File: config.mk
export PLATFORM = sky130hd
export DESIGN_NAME = instruction_fetch
export DESIGN_NICKNAME = d
export VERILOG_FILES = /design/src/rtl/instruction_fetch.sv
export SDC_FILE = /design/constraint.sdc
export NUM_CORES = 1
export LEC_CHECK = 0
export CAP_MARGIN = 15
export CORE_MARGIN = 2
export CORE_UTILIZATION = 38
export DETAILED_ROUTE_END_ITERATION = 8
export PLACE_DENSITY = 0.85
export REMOVE_ABC_BUFFERS = 1
export SLEW_MARGIN = 20
export SYNTH_ARGS = -nofsm -noshare
export SYNTH_HDL_FRONTEND = slang
export SYNTH_SLANG_ARGS = --single-unit
File: constraint.sdc
create_clock -name clk -period 2.4 [get_ports clk]
set_input_delay 0.48 -clock clk [delete_from_list [all_inputs] [get_ports clk]]
set_output_delay 0.48 -clock clk [all_outputs]
set_load 0.02 [all_outputs]
File: src/rtl/instruction_fetch.sv
// rtl/instruction_fetch.sv - fetch sequencer for an external PC and a 1-cycle synchronous instruction memory
//
// Sequences LOAD -> FETCH -> WAIT -> VALID, driving the program counter's
// IN/load/CE controls and handing each fetched word to the decoder over a
// valid/ready handshake. A jump taken on the handshake reloads the PC.
//
// Optional feature macro: IFETCH_BOUND_CHECK_EN
//   defined   : a fetch with pc_value >= MEM_DEPTH enters a sticky FAULT state
//   undefined : no FAULT state, fault tied to 0, every pc_value is fetched
//
// Ports
//   clk, rst     clock, synchronous active-high reset
//   pc_value     program counter OUT
//   pc_in        program counter IN (reset address or latched jump target)
//   pc_load      program counter load (priority over pc_ce)
//   pc_ce        program counter increment enable
//   mem_addr     instruction memory address (= pc_value)
//   mem_en       instruction memory read enable
//   mem_rdata    memory read data, valid one cycle after mem_en
//   instr        registered instruction
//   instr_valid  instr holds an undelivered instruction
//   instr_ready  decoder accepts instr this cycle
//   jump_req     redirect request, honoured only on a handshake
//   jump_addr    redirect target
//   halt         suspends fetching while in FETCH
//   fault        out-of-range fetch detected (sticky until rst)

module instruction_fetch #(
    parameter int                ADDR_W     = 16,
    parameter int                DATA_W     = 16,
    parameter int                MEM_DEPTH  = 256,
    parameter logic [ADDR_W-1:0] RESET_ADDR = '0
) (
    input  logic              clk,
    input  logic              rst,
    input  logic [ADDR_W-1:0] pc_value,
    output logic [ADDR_W-1:0] pc_in,
    output logic              pc_load,
    output logic              pc_ce,
    output logic [ADDR_W-1:0] mem_addr,
    output logic              mem_en,
    input  logic [DATA_W-1:0] mem_rdata,
    output logic [DATA_W-1:0] instr,
    output logic              instr_valid,
    input  logic              instr_ready,
    input  logic              jump_req,
    input  logic [ADDR_W-1:0] jump_addr,
    input  logic              halt,
    output logic              fault
);

    typedef enum logic [2:0] {
        S_LOAD,
        S_FETCH,
        S_WAIT,
        S_VALID
`ifdef IFETCH_BOUND_CHECK_EN
        , S_FAULT
`endif
    } state_t;

    state_t              state_q;
    logic [DATA_W-1:0]   instr_q;
    logic                instr_valid_q;
    logic [ADDR_W-1:0]   target_q;      // address presented on pc_in in LOAD
    logic                out_of_range;

`ifdef IFETCH_BOUND_CHECK_EN
    // One extra bit so MEM_DEPTH == 2**ADDR_W is representable.
    localparam logic [ADDR_W:0] MEM_LIMIT = (ADDR_W+1)'(MEM_DEPTH);
    logic fault_q;

    assign out_of_range = ({1'b0, pc_value} >= MEM_LIMIT);
    assign fault        = fault_q;
`else
    assign out_of_range = 1'b0;
    assign fault        = 1'b0;
`endif

    always_ff @(posedge clk) begin
        if (rst) begin
            state_q       <= S_LOAD;
            instr_q       <= '0;
            instr_valid_q <= 1'b0;
            target_q      <= RESET_ADDR;
`ifdef IFETCH_BOUND_CHECK_EN
            fault_q       <= 1'b0;
`endif
        end else begin
            case (state_q)
                S_LOAD: begin
                    state_q <= S_FETCH;
                end
                S_FETCH: begin
                    if (!halt) begin
`ifdef IFETCH_BOUND_CHECK_EN
                        if (out_of_range) begin
                            state_q <= S_FAULT;
                            fault_q <= 1'b1;
                        end else begin
                            state_q <= S_WAIT;
                        end
`else
                        state_q <= S_WAIT;
`endif
                    end
                end
                S_WAIT: begin
                    instr_q       <= mem_rdata;
                    instr_valid_q <= 1'b1;
                    state_q       <= S_VALID;
                end
                S_VALID: begin
                    if (instr_ready) begin
                        instr_valid_q <= 1'b0;
                        if (jump_req) begin
                            // PC already advanced past this word; the reload discards that address.
                            target_q <= jump_addr;
                            state_q  <= S_LOAD;
                        end else begin
                            state_q  <= S_FETCH;
                        end
                    end
                end
`ifdef IFETCH_BOUND_CHECK_EN
                S_FAULT: begin
                    state_q <= S_FAULT;
                end
`endif
                default: begin
                    state_q <= S_LOAD;
                end
            endcase
        end
    end

    // PC and memory controls; rst overrides the state so the PC is held at RESET_ADDR.
    always_comb begin
        pc_load = 1'b0;
        pc_in   = target_q;
        pc_ce   = 1'b0;
        mem_en  = 1'b0;
        if (rst) begin
            pc_load = 1'b1;
            pc_in   = RESET_ADDR;
        end else begin
            case (state_q)
                S_LOAD: begin
                    pc_load = 1'b1;
                end
                S_FETCH: begin
                    if (!halt && !out_of_range) begin
                        mem_en = 1'b1;
                        pc_ce  = 1'b1;
                    end
                end
                default: begin
                end
            endcase
        end
    end

    assign mem_addr    = pc_value;
    assign instr       = instr_q;
    assign instr_valid = instr_valid_q;

endmodule

**Word-level counts from Yosys, hierarchy flattened**

Cells that the tools add are included.

- Flip-flop bits (word level): 36
- Input bits: 53
- Output and inout bits: 53
- Logic and storage cells: 26

- Equality and inequality tests: 5
- Mux-type cells: 12
- Reductions and logical operators: 5

Operator list:

| kind | number |
|---|---|
| $mux 16 | 1 |
| $pmux 3 s4 | 1 |
| $mux 1 | 7 |
| $eq 3x2->1 const B | 2 |
| $mux 3 | 2 |
| $ne 2x2->1 const B | 2 |
| $reduce_and 2->1 | 2 |
| $eq 3x1->1 const B | 1 |
| $logic_not 3->1 | 1 |
| $reduce_and 3->1 | 1 |
| $pmux 1 s2 | 1 |
| $reduce_bool 2->1 | 1 |

**Logic depth before layout (Yosys ltp)**

- Depth after elaboration: 3
- Gate-level depth with buffers: 6
- Depth with buffers taken out: 5

**Least setup slack after synthesis**

No wires, ideal clock.

- Path kind: input -> output
- From: input port rst
- To: output port pc_ce
- Arrival time: 1.662 ns
- Required time: 1.920 ns
- Setup slack: 0.258 ns
- Cell stages on the path: 4
- Buffers on the path: 3
- Cell sequence: clkbuf_1 buf_2 nor3b_1 buf_4

- Cells in the longest elaborated chain, start to end: 1

RTL lines:

| item | RTL line | RTL |
|---|---|---|
| start: declaration | 35 | `input logic rst,` |
| $mux 1 | - |  |
| end: declaration | 39 | `output logic pc_ce,` |

Every way passes these cells.

**Final worst setup path**

- From: input port halt
- To: output port pc_ce

- Cells in the longest elaborated chain, start to end: 3

RTL lines:

| item | RTL line | RTL |
|---|---|---|
| start: declaration | 48 | `input logic halt,` |
| $mux 1 | 152 | `if (!halt && !out_of_range) begin` |
| $mux 1 | 147 | `case (state_q)` |
| $mux 1 | 143 | `if (rst) begin` |

Every way passes these cells.

==> flow_summary.ini <==
[outcome]
outcome = complete, no violations

[grt]
use_met2 = 0.2272
gr-total-overflow = 0
grt_use_total = 0.1596
grt_start_max_net_pins = 23
grt_pass1_vias = 1230
gr-usage-met3 = 0.1168
grt.busiest_layer = met2
use_met1 = 0.1893
antenna_found_initial = 0
grt_pass1_wl_microns = 5513

[die]
fp.dieH_microns = 68.41
fp.dieW_microns = 68.41
die_area_sq_um = 4680
ios = 106
core-area_sq_um = 4000
start_util = 0.3941
rows = 23

[synthesis]
synth_top_area_frac = 0.4444
synth_edf_count = 0
synthCells = 184
yosysSeqAreaShare = 0.4444
syn_area_sq_um = 1577
synth_commonest_cells = dfxtp_1 (35), nand2_1 (34), buf_4 (21)
synthFlopType = dfxtp_1
synth-seq-cells = 35
yosysWarnings = 0
async_flop_share = 0
synthTopCellsByArea = dfxtp_1 (44%), mux2i_1 (10%), buf_4 (10%)
synth_cell_types = 21
post-synth-top-area-cell = dfxtp_1
post-synth-top-count-cell = dfxtp_1
postSynthAreaPerCell_sq_um = 8.568

[critical_path]
cp_cell_sequence = clkdlybuf4s50_1 -> nor3b_1 -> clkdlybuf4s50_1
crit_start = halt
rr_worst_depth = 4
worst_setup_path_start_kind = input pin
reg2reg_from = state_q[0]$_SDFFE_PP0P_
critPathMaxFanout = 2
r2r_end = target_q[8]$_SDFFE_PP0P_
critPathMaxStageDelay_ps = 650
cpMaxStageDelayCell = clkdlybuf4s50_1
path_class = in -> out
critPathRequiredTime_ps = 1920
cpMostUsedCell = clkdlybuf4s50_1
end_kind = output port
ff2ff_setup_slack_ps = 860
arrival_ps = 1790

[sta]
finalClockSkew_ps = 3.045
fin_crit_sh = 0.9460
max_freq_mhz = 440.5
holdWs_ps = 450.2
min_period_ps = 2270
drv_slew = 0
max-slew-margin-rel = 0.5940
setup_viol = 0
rsz0062_at_grt = false
hold_viol_final = 0
final.setup.tns_ps = 0
max_slew.worst_pin.slew_ps = 607.2

[detailed_routing]
dr.pass1.iters = 4
vias_per_cell = 4.630
wl_per_cell_microns = 12.42
drcViolationCount = 0
final_antenna_net_count = 0
num_vias = 1338
routed_wirelength_microns = 3588
drt_iter0_markers = 75

[hold_path]
hp-class = reg -> reg
min_from = target_q[4]$_SDFFE_PP0P_
hold_path_depth = 2
min_to = target_q[4]$_SDFFE_PP0P_

[clocking]
post_cts_buffers = 0
cts_root_buf = clkbuf_8
cts_made_buffers = 5
cts.repair.resized = 0
cts.clk_slew.worst_paths_ps = 70
cts.htree.levels = 2
holdBufCountCts = 0
clockBufferDepth = 2
cts.sinks = 35
cts_tree = yes
worstSkewPairLatency_ps = 270

[finish]
fin_nets = 295
register_area_sq_um = 700.7
multi_input_comb_area_sq_um = 666.9
stdcell_area_sq_um = 2287
layout-drive-gt1-share = 0.05439
antennaDiodeCount = 0
n_fill_cell = 371
area_delta_synth_final_pct = 45.08
final_cells = 289

[placement]
routabilityCongestion = 0.6362
dp_cells = 281
dpl_cell_area_sq_um = 2187
place_hpwl_microns = 2706
io_buffer_count = 72

[power_and_ir_drop]
ir_worst_vdd_uv = 345.5
power.leakage_nw = 0.8272
p_per_area_nw_per_um2 = 793.3
power_mw = 1.814

[flow_run]
drv_cap = 0
-- logic make-up (layout without fill, tap and decap cells) --
group,Yosys count,count (layout),synth area share
AND/OR/NAND/NOR,74,74,0.2119
flip-flops,35,35,0.4444
buffers and inverters,32,87,0.1325
AO/OA/AOI/OAI,22,22,0.07540
multiplexers,16,16,0.1016
adder cells (fa/ha/maj),4,4,0.03175
other,1,1,0.002379
-- placed cells by master (no fill, tap or decap), types with 2 or more instances in the layout --
master and count:
clkdlybuf4s50_1 71, dfxtp_1 35, nand2_1 34, a21oi_1 19
nor2b_1 17, nor2_1 17, mux2i_1 16, clkbuf_8 7
ha_1 4, buf_4 4, inv_1 3, nand3_1 2
-- layer usage --
metal / wire, microns / part of all wire
met5: 0 / 0
met2: 1545 / 0.43
met1: 1550 / 0.43
met4: 0 / 0
met3: 492 / 0.14
-- flip-flops by register name (all words and copies together) (netlist names) --
name         flops
instr           16
target_q        16
instr_valid      1
state_q          2
-- power by group --
group	internal, mW	switching (mW)	total, mW	leakage [nW]
combinational	0.333	0.319	0.652	0.492
clock	0.262	0.188	0.450	0.0515
sequential	0.665	0.0473	0.712	0.284
total	1.26	0.554	1.81	0.827
-- through the flow --
step	setup WS, ps	utilization
floorplan	433.1	-
global route	39.41	0.5718
detailed placement	119.5	0.5468
CTS	114.2	0.5718
global placement	146.6	0.5468
finish	129.7	0.5718
-- how the worst max path moves through the flow --
| stage | to | slack (ps) | cells past startpoint |
|---|---|---|---|
| 2_1_floorplan | mem_en | 430 | 3 |
| 3_3_place_gp | mem_en | 150 | 3 |
| 3_5_place_dp | mem_en | 120 | 3 |
| 4_1_cts | mem_en | 110 | 3 |
| 5_1_grt | mem_en | 40 | 4 |
| 6_report | pc_ce | 130 | 3 |
-- critical path, delay by kind of cell --
family	cells	cell delay (ps)
and+or+nand+nor	1	240
buffers and inverters	2	1070
-- layout make-up --
cell class                      instances  area share
Clock buffer                            8     0.04376
Inverter                                3    0.004923
Multi-Input combinational cell        117      0.2916
Sequential cell                        35      0.3063
Tap cell                               50     0.02735
Timing Repair Buffer                   76      0.3260
No activity file was read; power rests on OpenSTA's default activity.
==> edit 1: new RTL, same flow settings <==
Encoding of `state_t`: now one-hot (4 bits for 4 states).
--- a/src/rtl/instruction_fetch.sv
+++ b/src/rtl/instruction_fetch.sv
@@ -49,11 +49,11 @@
     output logic              fault
 );
 
-    typedef enum logic [2:0] {
-        S_LOAD,
-        S_FETCH,
-        S_WAIT,
-        S_VALID
+    typedef enum logic [3:0] {
+        S_LOAD  = 4'b0001,
+        S_FETCH = 4'b0010,
+        S_WAIT  = 4'b0100,
+        S_VALID = 4'b1000
 `ifdef IFETCH_BOUND_CHECK_EN
         , S_FAULT
 `endif
Behaviour: same outputs for any inputs over 10 cycles, from zero or initial values and one cycle with rst high; not proved beyond that.
==> edit 1 against the original RTL <==
- area after synthesis up 9.6%
- worst setup slack gained 63 ps
- sequential share of layout area is 0.40 points lower
- register-to-register slack lost 280 ps
- sequential cell count up 2
- cell area rose by 7.1%
- wire length up 23%
- critical path type is now reg2out
- largest cell class unchanged
Power is not compared: it rests on default switching activity, and its combinational part moved more than twofold at a synthesized area within 25%.
==> edit 1: results (changes against the original RTL) <==
- Hpwl dp: 3.10 mm (was 2.71 mm)
- Placed inst area: 2350 sq um (was 2190 sq um)
- Detailed Route Iter0 Violations: 32 (was 75)
- Startpoint types: flop (was input pin)
- Max Clock Skew: 6.65 ps (was 3.04 ps)
- R2R Path Start: state_q[0] (unchanged)
- R2R Setup Slk: 580 ps (was 860 ps)
- Gpl congestion: 0.728 (was 0.636)
- Average size of a mapped cell: 8.15 sq um (was 8.57 sq um)
- Total Routing Usage GR: 17.5% (was 16.0%)
- Post_cts resized: 3 (was 0)
- Reg clk slew, reported paths: 70 ps (about the same)
- Vias in the first global route: 1500 (was 1230)
- Crit path launch: state_q[3] (was halt)
- ANT cells: 0 (unchanged)
- Post-synth top cells: 37 x dfxtp_1, 34 x a21oi_1, 33 x nand2_1 (was 35 x dfxtp_1, 34 x nand2_1, 21 x buf_4)
- Status: completed (unchanged)
- Final WL: 4.41 mm (was 3.59 mm)
- Largest net degree at the start of global routing: 30 (was 23)
- CP max FO: 8 (was 2)
- Seq/Total Area, Yosys: 42.9% (was 44.4%)
- Routed wire per std cell: 13.9 microns (was 12.4 microns)
- CP max stage delay: 400 ps (was 650 ps)
- Worst setup endpoint: mem_en (was pc_ce)
- Share of cells above drive strength 1: 8.68% (was 5.44%)
- Layout Nets: 317 (was 295)
- Synth unique cells: 28 (was 21)
- Via/cell ratio: 5.05 (was 4.63)
- First-pass GRT wire length: 6.96 mm (was 5.51 mm)
- Synth top area cells: dfxtp_1 43%, a21oi_1 9.8%, buf_4 7.8% (was dfxtp_1 44%, mux2i_1 10%, buf_4 10%)
## edit 1: power groups by stage
stage	Sequential (W)	Combinational, W	Clock [W]
final	0.000653	0.000286	0.000457
after global routing	0.000656	0.000310	0.000504
after CTS	0.000652	0.000287	0.000475
after detailed placement	0.000665	0.000285	0
after global placement	0.000664	0.000283	0
after floorplan	0.000699	0.0000982	0
## edit 1: worst min-delay path by stage
stage                     slack, ps  depth (start not counted)           to   startpoint
final                           450                          2     instr[9]     instr[9]
after global routing            470                          2     instr[9]     instr[9]
after CTS                       460                          2     instr[9]     instr[9]
after detailed placement        450                          2     instr[9]     instr[9]
after global placement          440                          2    instr[12]    instr[12]
after floorplan                 430                          2  target_q[7]  target_q[7]
## edit 1: layer usage
| metal | global-route usage (%) | vias up | wire length, microns |
|---|---|---|---|
| li1 | - | 793 | - |
| met1 | 20.0 | 715 | 1850 |
| met5 | 0 | - | 0 |
| met3 | 10.5 | 6 | 567 |
| met2 | 27.1 | 86 | 1940 |
| met4 | 5.87 | 0 | 56 |
## edit 1: cells by family (layout without fill, tap and decap cells)
| group | Yosys count | in the layout | synth area share, % |
|---|---|---|---|
| simple gates | 81 | 81 | 25.8 |
| compound gates | 55 | 55 | 16.8 |
| xor+xnor | 1 | 1 | 0.507 |
| buf+inv | 37 | 90 | 13.8 |
| other cells | 1 | 1 | 0.217 |
| flops | 37 | 37 | 42.9 |
## edit 1: layout make-up
class	instances	area share (%)
repair buffers	80	32.1
multi-input cells	138	30.8
flip-flops and latches	37	30.2
clock buffers	6	3.37
well taps	52	2.66
clock inverters	2	0.562
inverters	2	0.306
## edit 1: critical path: cells and delay by family (launching register included)
family / cells / cell delay, ps
buffers and inverters: 1 / 380
AND/OR/NAND/NOR: 2 / 650
flip-flops: 1 / 400
==> edit 2: new RTL, same flow settings <==
Made on the original files. Change the parameter `DATA_W` from 16 to 32.
--- a/src/rtl/instruction_fetch.sv
+++ b/src/rtl/instruction_fetch.sv
@@ -27,7 +27,7 @@
 
 module instruction_fetch #(
     parameter int                ADDR_W     = 16,
-    parameter int                DATA_W     = 16,
+    parameter int                DATA_W     = 32,
     parameter int                MEM_DEPTH  = 256,
     parameter logic [ADDR_W-1:0] RESET_ADDR = '0
 ) (
Ports: changed (resized instr and mem_rdata); port bits go from 106 to 138. The function was not compared with the original's and may differ.
==> edit 2 against the original RTL <==
- synthesized cell count grew 28%
- cell area grew 40%
- total power is 43% higher
- worst setup slack got worse by 24 ps
- register-to-register slack got worse by 30 ps
- wire length grew 44%
- sequential cell count rose by 16
- area after synthesis increased by 36%
- critical path type is now reg2out
- largest cell class unchanged
==> edit 2: results (changes against the original RTL) <==
- Hold Path End: target_q[1] (was target_q[4])
- Routed wire per std cell: 13.1 microns (was 12.4 microns)
- Seq/Total Area, Yosys: 47.7% (was 44.4%)
- Post-synth top cells: 51 x dfxtp_1, 34 x nand2_1, 33 x nor2_1 (was 35 x dfxtp_1, 34 x nand2_1, 21 x buf_4)
- Max Clock Skew: 6.23 ps (was 3.04 ps)
- WHS: 449 ps (was 450 ps)
- Share of cells above drive strength 1: 5.00% (was 5.44%)
- Max stage delay cell, worst path: clkdlybuf4s50_1 (unchanged)
- Synth top area cells: dfxtp_1 48%, mux2i_1 15%, buf_4 7.7% (was dfxtp_1 44%, mux2i_1 10%, buf_4 10%)
- Total Routing Usage GR: 16.4% (was 16.0%)
- Post-synthesis compound-gate area fraction: 5.56% (was 7.54%)
- Worst R2R End: target_q[5] (was target_q[8])
- Leakage: 1.18 nW (was 0.827 nW)
- WP data arrival: 1810 ps (was 1790 ps)
- R2R Setup Slk: 830 ps (was 860 ps)
- Min-delay src: target_q[1] (was target_q[4])
- Gpl congestion: 0.754 (was 0.636)
- Largest net degree at the start of global routing: 32 (was 23)
- Placed inst area: 3110 sq um (was 2190 sq um)
- Hpwl dp: 3.83 mm (was 2.71 mm)
- First-pass GRT wire length: 8.14 mm (was 5.51 mm)
- Mux contribution to synthesized area: 15.0% (was 10.2%)
- Area share of fa/ha/maj cells after synthesis: 2.34% (was 3.17%)
- Final Hold Vio Count: 0 (unchanged)
- Peak VDD IR: 365 uV (was 346 uV)
- CP max FO: 4 (was 2)
- Status: completed (unchanged)
- Pre-CTS setup slack: 127 ps (was 120 ps)
- Layout Nets: 393 (was 295)
- CP max stage delay: 540 ps (was 650 ps)
- Port bufs: 104 (was 72)
- Reg clk slew, reported paths: 90 ps (was 70 ps)
- Vias: 1821 (was 1338)
- Clock Latency Late Sink: 290 ps (was 270 ps)
- Synth unique cells: 22 (was 21)
- Detailed Route Iter0 Violations: 45 (was 75)
- Setup TNS: 0 ps (unchanged)
- Rel. slew slack: 58.8% (was 59.4%)
- Switching Fraction: 32.5% (was 30.6%)
[edit 2: changes by cell type in the layout (fill, tap and decap cells not counted), sizes merged]
cell           before  now
clkdlybuf4s50      71  101
dlymetal6s2s        0    2
buf                 5    7
clkbuf              8    6
nor2               17   33
mux2i              16   32
clkinv              0    1
dfxtp              35   51
[edit 2: kinds of logic (layout without fill, tap and decap cells)]
group / after synthesis / after routing
multiplexers: 32 / 32
flip-flops: 51 / 51
other: 1 / 1
AO/OA/AOI/OAI: 22 / 22
buffers and inverters: 36 / 120
adder cells (fa/ha/maj): 4 / 4
AND/OR/NAND/NOR: 90 / 90
[edit 2: worst max path at each step]
| stage | from | end | slack, ps |
|---|---|---|---|
| final | state_q[0] | pc_load | 110 |
| after global routing | state_q[1] | pc_load | 9 |
| after CTS | state_q[0] | pc_load | 70 |
| after detailed placement | halt | mem_en | 130 |
| after global placement | halt | pc_ce | 140 |
| after floorplan | state_q[0] | state_q[0] | 370 |
[edit 2: what timing repair did]
item,4_1_cts,5_1_grt
buffers inserted,0,0
endpoints found under the hold margin,0,0
setup endpoints to repair,0,2
gates resized for setup,0,2
[edit 2: layer usage]
metal	vias to the layer above	global-route usage, %	wire, microns	part of all wire [%]
li1	905	-	-	-
met1	818	18.3	2150	42
met2	96	27.7	2440	47
met3	2	8.30	544	11
met4	0	3.97	10	0.19
met5	-	0	0	0
[edit 2: metrics by stage]
stage | total power (W) | std cells
after floorplan | 0.00169 | 203
after global placement | 0.00211 | 385
after detailed placement | 0.00215 | 385
after CTS | 0.00264 | 392
after global routing | 0.00276 | 392
final | 0.00260 | 392
[edit 2: power by group through the flow]
stage                     registers (W)  logic, W  clock network, W
after CTS                       0.00105   0.00108          0.000510
after detailed placement        0.00107   0.00107                 0
final                           0.00105   0.00106          0.000485
after floorplan                 0.00120  0.000488                 0
after global routing            0.00107   0.00114          0.000547
after global placement          0.00107   0.00105                 0
[edit 2: layout make-up]
type                    instances  area [sq um]
clock buffers                   6          82.6
clock inverters                 1          5.00
fillers                       497          2270
inverters                       3          11.3
multi-input cells             149           890
flip-flops and latches         51          1020
well taps                      72          90.1
repair buffers                110          1100
[edit 2: tightest hold or removal path: cells and delay by family, from the launching register on]
| kind | cells | cell delay (ps) |
|---|---|---|
| AOI/OAI and AO/OA | 1 | 50 |
| DFF | 1 | 310 |
| and+or+nand+nor | 1 | 50 |
